File: src/rtl/spi_time_pkg.sv
// spi_time_pkg
//   Shared definitions for the SPI time-frame transmitter:
//   frame width, bit positions of each time/date field inside the
//   32-bit frame, the FSM state type and a helper that packs the fields.
package spi_time_pkg;

    localparam int FRAME_BITS = 32;

    localparam int HOUR_MSB = 31;
    localparam int HOUR_LSB = 27;
    localparam int MIN_MSB  = 26;
    localparam int MIN_LSB  = 21;
    localparam int SEC_MSB  = 20;
    localparam int SEC_LSB  = 15;
    localparam int MON_MSB  = 14;
    localparam int MON_LSB  = 11;
    localparam int DAY_MSB  = 10;
    localparam int DAY_LSB  = 6;
    localparam int YEAR_MSB = 5;
    localparam int YEAR_LSB = 0;

    typedef enum logic [1:0] {
        ST_IDLE     = 2'd0,
        ST_SHIFT_HI = 2'd1,
        ST_SHIFT_LO = 2'd2
    } state_e;

    // Fields go in unchecked: out-of-range values are transmitted as given.
    function automatic logic [FRAME_BITS-1:0] pack_frame(
        input logic [4:0] hour,
        input logic [5:0] minute,
        input logic [5:0] second,
        input logic [3:0] month,
        input logic [4:0] day,
        input logic [5:0] year
    );
        logic [FRAME_BITS-1:0] f;
        f                    = '0;
        f[HOUR_MSB:HOUR_LSB] = hour;
        f[MIN_MSB:MIN_LSB]   = minute;
        f[SEC_MSB:SEC_LSB]   = second;
        f[MON_MSB:MON_LSB]   = month;
        f[DAY_MSB:DAY_LSB]   = day;
        f[YEAR_MSB:YEAR_LSB] = year;
        return f;
    endfunction

endpackage

File: src/rtl/spi_half_period_timer.sv
// spi_half_period_timer
//   Counts clk cycles while enabled and asserts tick in the last cycle of
//   each CLK_DIV-cycle sclk half-period. The counter is held at zero while
//   disabled so the first half-period after enabling is a full CLK_DIV long.
// Ports:
//   clk    - system clock
//   reset  - asynchronous active-high reset
//   enable - count while high
//   tick   - high in the final cycle of a half-period (combinational)
module spi_half_period_timer #(
    parameter int CLK_DIV = 4
) (
    input  logic clk,
    input  logic reset,
    input  logic enable,
    output logic tick
);

    localparam int              CNT_W = (CLK_DIV > 1) ? $clog2(CLK_DIV) : 1;
    localparam logic [CNT_W-1:0] LAST = CNT_W'(CLK_DIV - 1);

    logic [CNT_W-1:0] cnt_q, cnt_d;

    assign tick = enable && (cnt_q == LAST);

    always_comb begin
        cnt_d = cnt_q;
        if (!enable || tick) begin
            cnt_d = '0;
        end else begin
            cnt_d = cnt_q + 1'b1;
        end
    end

    always_ff @(posedge clk or posedge reset) begin
        if (reset) begin
            cnt_q <= '0;
        end else begin
            cnt_q <= cnt_d;
        end
    end

endmodule

File: src/rtl/spi_time_transmitter.sv
// spi_time_transmitter
//   Serialises one 32-bit time frame {hour, minute, second, month, day, year}
//   MSB first over a write-only SPI link. sdo changes only when sclk rises;
//   the receiver samples on the falling edge.
// Ports:
//   clk, reset                      - system clock, async active-high reset
//   start                           - one-cycle request, accepted only when idle
//   hour, minute, second,
//   month, day, year                - frame fields, latched at acceptance
//   sclk, sdo, cs_n, busy           - registered link/status outputs
//   done                            - one-cycle pulse in the last frame cycle
module spi_time_transmitter
    import spi_time_pkg::*;
#(
    parameter int CLK_DIV = 4
) (
    input  logic       clk,
    input  logic       reset,
    input  logic       start,
    input  logic [4:0] hour,
    input  logic [5:0] minute,
    input  logic [5:0] second,
    input  logic [3:0] month,
    input  logic [4:0] day,
    input  logic [5:0] year,
    output logic       sclk,
    output logic       sdo,
    output logic       cs_n,
    output logic       busy,
    output logic       done
);

    state_e                state_q, state_d;
    logic [FRAME_BITS-1:0] sh_q, sh_d;
    logic [4:0]            bit_cnt_q, bit_cnt_d;
    logic                  sclk_q, sclk_d;
    logic                  cs_n_q, cs_n_d;
    logic                  busy_q, busy_d;
    logic                  tick;
    logic                  last_bit;

    spi_half_period_timer #(.CLK_DIV(CLK_DIV)) u_timer (
        .clk    (clk),
        .reset  (reset),
        .enable (state_q != ST_IDLE),
        .tick   (tick)
    );

    // bit_cnt_q is the index of the bit currently on the wire; when the low
    // phase of bit 31 ends, the 32nd falling edge has been delivered.
    assign last_bit = (bit_cnt_q == 5'd31);

    // done marks the cycle that ends the frame; the registered outputs
    // return to idle on the clock edge closing this cycle, so a start in
    // this cycle is still seen while busy and dropped.
    assign done = (state_q == ST_SHIFT_LO) && tick && last_bit;

    // sdo is the MSB of the shift register, so it only moves when the
    // register shifts (entering SHIFT_HI) and is cleared with the frame.
    assign sdo  = sh_q[FRAME_BITS-1];
    assign sclk = sclk_q;
    assign cs_n = cs_n_q;
    assign busy = busy_q;

    always_comb begin
        state_d   = state_q;
        sh_d      = sh_q;
        bit_cnt_d = bit_cnt_q;
        sclk_d    = sclk_q;
        cs_n_d    = cs_n_q;
        busy_d    = busy_q;
        case (state_q)
            ST_IDLE: begin
                if (start) begin
                    state_d   = ST_SHIFT_HI;
                    sh_d      = pack_frame(hour, minute, second, month, day, year);
                    bit_cnt_d = '0;
                    sclk_d    = 1'b1;
                    cs_n_d    = 1'b0;
                    busy_d    = 1'b1;
                end
            end
            ST_SHIFT_HI: begin
                if (tick) begin
                    state_d = ST_SHIFT_LO;
                    sclk_d  = 1'b0;
                end
            end
            ST_SHIFT_LO: begin
                if (tick) begin
                    if (last_bit) begin
                        state_d   = ST_IDLE;
                        sh_d      = '0;
                        bit_cnt_d = '0;
                        cs_n_d    = 1'b1;
                        busy_d    = 1'b0;
                    end else begin
                        state_d   = ST_SHIFT_HI;
                        sh_d      = {sh_q[FRAME_BITS-2:0], 1'b0};
                        bit_cnt_d = bit_cnt_q + 5'd1;
                        sclk_d    = 1'b1;
                    end
                end
            end
            default: begin
                state_d = ST_IDLE;
            end
        endcase
    end

    always_ff @(posedge clk or posedge reset) begin
        if (reset) begin
            state_q   <= ST_IDLE;
            sh_q      <= '0;
            bit_cnt_q <= '0;
            sclk_q    <= 1'b0;
            cs_n_q    <= 1'b1;
            busy_q    <= 1'b0;
        end else begin
            state_q   <= state_d;
            sh_q      <= sh_d;
            bit_cnt_q <= bit_cnt_d;
            sclk_q    <= sclk_d;
            cs_n_q    <= cs_n_d;
            busy_q    <= busy_d;
        end
    end

endmodule

File: config.mk
export PLATFORM = sky130hd
export DESIGN_NAME = spi_time_transmitter
export DESIGN_NICKNAME = d
export VERILOG_FILES = /design/src/rtl/spi_time_pkg.sv /design/src/rtl/spi_half_period_timer.sv /design/src/rtl/spi_time_transmitter.sv
export SDC_FILE = /design/constraint.sdc
export NUM_CORES = 1
export LEC_CHECK = 0
export BUFFER_PORTS_ARGS = -buffer_cell sky130_fd_sc_hd__clkbuf_2
export CAP_MARGIN = 20
export CELL_PAD_IN_SITES_DETAIL_PLACEMENT = 0
export CELL_PAD_IN_SITES_GLOBAL_PLACEMENT = 1
export CORE_MARGIN = 3
export CORE_UTILIZATION = 48
export CTS_CLUSTER_DIAMETER = 200
export DETAILED_ROUTE_END_ITERATION = 7
export HOLD_SLACK_MARGIN = 0.05
export PLACE_DENSITY = 0.95
export SYNTH_ARGS = -nofsm -noshare
export SYNTH_HDL_FRONTEND = slang
export SYNTH_SLANG_ARGS = --single-unit
File: constraint.sdc
create_clock -name clk -period 3.1 [get_ports clk]
set_input_delay 0.62 -clock clk [delete_from_list [all_inputs] [get_ports clk]]
set_output_delay 0.62 -clock clk [all_outputs]
set_load 0.005 [all_outputs]
-- Word-level counts from Yosys, hierarchy flattened
Cells that the tools add are included.
W data, S select, Z words.
- register bits: 44
- input bits: 35
- output and inout port bits: 5
- word-level logic and storage cells: 57
- add/sub/neg operators: 2
- equal/unequal tests: 9
- multiplexer cells: 26
- reduce and logical (&&, ||, !) cells: 13
- operator list (cell ; number):
    $mux W32 ; 3
    $pmux W32 S2 ; 1
    $mux W5 ; 3
    $mux W1 ; 10
    $ne A2 B2 Y1 const B ; 5
    $pmux W5 S2 ; 1
    $mux W2 ; 4
    $pmux W2 S3 ; 1
    $reduce_and A3 Y1 ; 2
    $add A5 B1 Y5 const B ; 1
    $eq A5 B5 Y1 const B ; 1
    $reduce_and A5 Y1 ; 1
    $eq A2 B2 Y1 const B ; 2
    $pmux W1 S2 ; 2
    $reduce_and A4 Y1 ; 1
    $reduce_bool A2 Y1 ; 2
    $logic_and A1 B1 Y1 ; 3
    $pmux W1 S3 ; 1
    $reduce_bool A3 Y1 ; 1
    $add A2 B1 Y2 const B ; 1
    $eq A2 B1 Y1 const B ; 1
    $logic_not A2 Y1 ; 1
    $logic_not A1 Y1 ; 1
    $logic_or A1 B1 Y1 ; 1

-- Longest topological paths before layout
- word-level depth: 4
- depth in mapped cells: 7
- gate-level depth less buffers: 6

-- By module
A second synthesis with hierarchy kept.
- cells, all modules: 243
- area, all modules: 2428.6 µm²
- modules (own cells, without submodules) (module ; instances ; cells each ; area an instance (µm²) ; sequential area each (µm²)):
    spi_time_transmitter ; 1 ; 236 ; 2333.5 ; 1052.3
    spi_half_period_timer ; 1 ; 7 ; 95.1 ; 50.0

-- Worst setup path before layout
Ideal clock, no wire load.
- path type: register to output
- start: register bit_cnt_q[0]
- end: output port done
- data arrival time: 1.331 ns
- required time: 2.480 ns
- path slack: 1.149 ns
- cell stages (with the launch flop): 7
- path buffers: 1
- cells stage by stage: dfrtp_1 > ha_1 > and3_1 > ha_1 > buf_2 > nand3_1 > inv_1
- longest elaborated chain between the ends: 2
- RTL lines (item ; line ; RTL):
    start: declaration ; spi_time_transmitter.sv:35 ; logic [4:0] bit_cnt_q, bit_cnt_d;
    start signal: assignment ; spi_time_transmitter.sv:122 ; bit_cnt_q <= bit_cnt_d;
    $eq A5 B5 Y1 ; spi_time_transmitter.sv:51 ; assign last_bit = (bit_cnt_q == 5'd31);
    $logic_and A1 B1 Y1 ; spi_time_transmitter.sv:56 ; assign done = (state_q == ST_SHIFT_LO) && tick && last_bit;
    end: declaration ; spi_time_transmitter.sv:30 ; output logic done
Every way passes these cells.

-- Worst setup path in the final report
- start: register bit_cnt_q[1]
- end: output port done
Same word-level chain as after synthesis.

==> results.txt <==
- Number of failing hold endpoints at the final stage: 0
- In this run the mean area of a mapped cell was 11.93 sq um.
- The worst path in the final design needs a cycle of 2.385 ns, including I/O delays and setup.
- The synthesized design contains 0 enable-type register cells.
- CP top delay family: flip-flops
- Maximum VDD drop: 0.0001680 V
- Insertion delay to the later sink of the worst-skew pair: 0.30 ns
- Setup violators final: 0
- Post-DR wirelength/cell: 13.30 um
- Warnings from Yosys: 0
* Worst slew slack as a fraction of its limit: 37.82%
- The slowest stage of the critical path belongs to the cell sky130_fd_sc_hd__dfrtp_1.
- After technology mapping, the gate count stands at 207.
* Syn-to-layout area delta: 12.92%
- Part of the cycle the worst path needs: 76.93%
* Longest Clk Path Bufs: 2
- Number of H-tree levels: 2
- 0 antenna diodes ended up in the layout.
- Library cell occupying the most area in the post-synthesis netlist: sky130_fd_sc_hd__dfrtp_1
- Walking the worst path, the cells encountered are ha_1, and3_1, ha_1, buf_4, nand3_1, inv_1, clkbuf_2.
* Final GP Congestion: 0.7175
- Root buf cell: sky130_fd_sc_hd__clkbuf_8
- Sequential cells were found to cover 44.63% of the synthesized design area.
* Startpoint type of the worst setup path: flop
- Entering global routing, the biggest net connects 45 pins.
* Number of register bits inferred by synthesis: 44
* Gates resized, CTS repair: 0
- In this run the static leakage power is 1.270 nW.
* Syn Nets: 245
* Type of the worst setup path: reg2out
* WP data required: 2.48 ns
- Number of optimization iterations in the first detailed-route pass: 4
* HPWL reported at the end of detailed placement: 2846 um
- Final max-slew violation count: 0
- CP endpoint: done
- The tool flagged a number of max-cap violations equal to 0.
- The critical path starts at bit_cnt_q[1]$_DFFE_PP0P_.
- By area the synthesized netlist is led by sky130_fd_sc_hd__dfrtp_1 (44%), sky130_fd_sc_hd__mux2_2 (27%), sky130_fd_sc_hd__nor2b_1 (7.1%).
- Asr flop ratio synth: 100.0%
* Reg-to-reg critical path startpoint: state_q[1]$_DFFE_PP0P_
- Counting both buffers and inverters, the worst setup path holds a total of 3.
- The routed layout has 1,564 vias.
- The initial antenna violation count was 0.
- TNS Setup: 0 ns
- TritonCTS Buffers: 5
- Most used flip-flop cell after synthesis: sky130_fd_sc_hd__dfrtp_1
* CTS tree: done
- Registers take 0.001102 sq mm.
- During I/O placement, the number of pins put on the boundary was 40.
- In this run, post-CTS hold repair placed 0 buffers.
- Row count: 25
* Area used by multi-input combinational logic: 0.001236 sq mm
- Class of the most critical hold timing path: reg2reg
* Result of the run: finished, final reports clean
- The worst register-to-register path has a depth of 4.
- Hold path startpoint: u_timer.cnt_q[0]$_DFF_PP0_
- Starting density of the core: 50.94%
- Global-route wire length before repair: 6920 um
* Remaining routing DRC violations: 0
* Remaining Overflow, GRT: 0
- Number of sinks handled by clock tree synthesis: 44
- The number of global-route vias before repair was 1,540.
- The post-route netlist has 46.94% of its cells at a drive strength greater than 1.
* Post-DR vias/cell: 5.013
* Reg2Reg Capture Point: sh_q[19]$_DFFE_PP0P_
- The top cell type by area accounts for 43.57% of the synthesized area.
* Flop-to-flop setup slack: 0.97 ns
- Arrival time reported for the critical path endpoint: 1.76 ns
- Timing would allow up to 419.3 MHz.
- In this run the horizontal extent of the chip is 77.73 um.
- In this design, the stage delay of the slowest critical-path cell is 0.42 ns.
- The worst setup path is captured at an output port.
- The core region is 0.004848 sq mm.
* Die outline area: 0.006042 sq mm
- For this run, the total global-route usage over all layers was measured as 14.68%.
- Number of nets in the finished design: 282
* Count of unique library cells instantiated by Yosys: 32
- From bottom edge to top edge, the die measures 77.73 um.
- Wires add up to 4151 um.
- Final Power: 1.076 mW
- Antenna viol nets, final: 0
* Port-buffer cells: 39
- After filler insertion, the fill cell instance count of the layout stands at 433.
* Postcts setup bufs: 0
- Synthesized cell area: 0.002470 sq mm
- By instance count, the cell type seen most on the critical path is sky130_fd_sc_hd__ha_1.
- Violation count after the first detailed-route iteration: 62
* Slew @ Worst Pin: 0.9313 ns
* PD cells: 385.9 mW/mm^2
- Biggest fanout along the worst timing path: 15
- Worst path depth: 7
* Layout Skew: 0.007289 ns
* Reg clk slew, reported paths: 0.08 ns
- Setup repair after global routing missed its margin: no
metal layers:
| metal | routed length, um | vias to the layer above | global-route usage, % | share of wire, % |
|---|---|---|---|---|
| li1 | - | 774 | - | - |
| met1 | 1967 | 754 | 18.92 | 47 |
| met2 | 1957 | 29 | 22.86 | 47 |
| met3 | 131 | 7 | 3.248 | 3.2 |
| met4 | 94 | 0 | 8.007 | 2.3 |
| met5 | 0 | - | 0 | 0 |
through the flow:
step	util, %	instance area, sq um	setup WS [ns]	std cells	hold slack (ns)
floorplan	-	2470	1.149	207	0.4098
global placement	55.46	2689	0.9776	304	0.4206
detailed placement	55.46	2689	0.9614	304	0.4270
CTS	57.52	2789	0.6909	312	0.4379
global route	57.52	2789	0.5815	312	0.4445
finish	57.52	2789	0.7151	312	0.4363
cell families (layout without fill, tap and decap cells):
group	after synthesis	in the layout	synth area share, %
adder cells (fa/ha/maj)	3	3	1.520
multiplexers	66	66	30.14
AND/OR/NAND/NOR	55	55	13.68
flip-flops	44	44	44.63
buffers and inverters	24	62	5.927
AO/OA/AOI/OAI	15	15	4.103
state kept, by name (all words and copies together) (netlist names):
name,count
bit_cnt_q,5
state_q,2
cs_n,1
u_timer.cnt_q,2
busy,1
sh_q,32
sclk,1
area by class of cell:
class / instances / area share, %
flip-flops and latches: 44 / 39.52
multi-input cells: 139 / 44.33
clock buffers: 8 / 3.589
inverters: 11 / 1.480
well taps: 67 / 3.006
repair buffers: 43 / 8.075
cell usage after synthesis (all sizes together), types with 2 or more instances:
cell,instances
inv,11
nor2,4
nand3,2
mux2i,5
o21ai,5
ha,3
mux2,61
clkbuf,3
nor2b,28
a21oi,2
a21o,2
buf,10
nand2,5
dfrtp,43
nor3,2
and2b,8
worst min-delay path by stage:
stage,slack (ns),to,depth (start not counted)
5_1_grt,0.44,u_timer.cnt_q[0]$_DFF_PP0_,1
2_1_floorplan,0.41,u_timer.cnt_q[0]$_DFF_PP0_,1
4_1_cts,0.44,u_timer.cnt_q[0]$_DFF_PP0_,1
3_5_place_dp,0.43,u_timer.cnt_q[0]$_DFF_PP0_,1
3_3_place_gp,0.42,u_timer.cnt_q[0]$_DFF_PP0_,1
6_report,0.44,u_timer.cnt_q[0]$_DFF_PP0_,1
placed cells by master (no fill, tap or decap), drive strengths merged, types with 3 or more instances in the layout:
cell / synthesis / routed
inv: 11 / 11
and2b: 8 / 8
nor2: 4 / 4
mux2i: 5 / 5
o21ai: 5 / 5
dfrtp: 43 / 43
ha: 3 / 3
nor2b: 28 / 28
buf: 10 / 4
clkbuf: 3 / 47
nand2: 5 / 5
mux2: 61 / 61
worst register-to-register path, delay by kind of cell, from the launching register on:
family	cells	cell delay [ns]
buffers and inverters	1	0.36
flip-flops	1	0.54
multiplexers	2	0.64
AND/OR/NAND/NOR	1	0.47
power breakdown:
part | internal (mW) | switching, mW
clock | 0.203 | 0.188
sequential | 0.592 | 0.00774
combinational | 0.0526 | 0.0329
total | 0.848 | 0.229
Power figures use the tool's default switching activity.
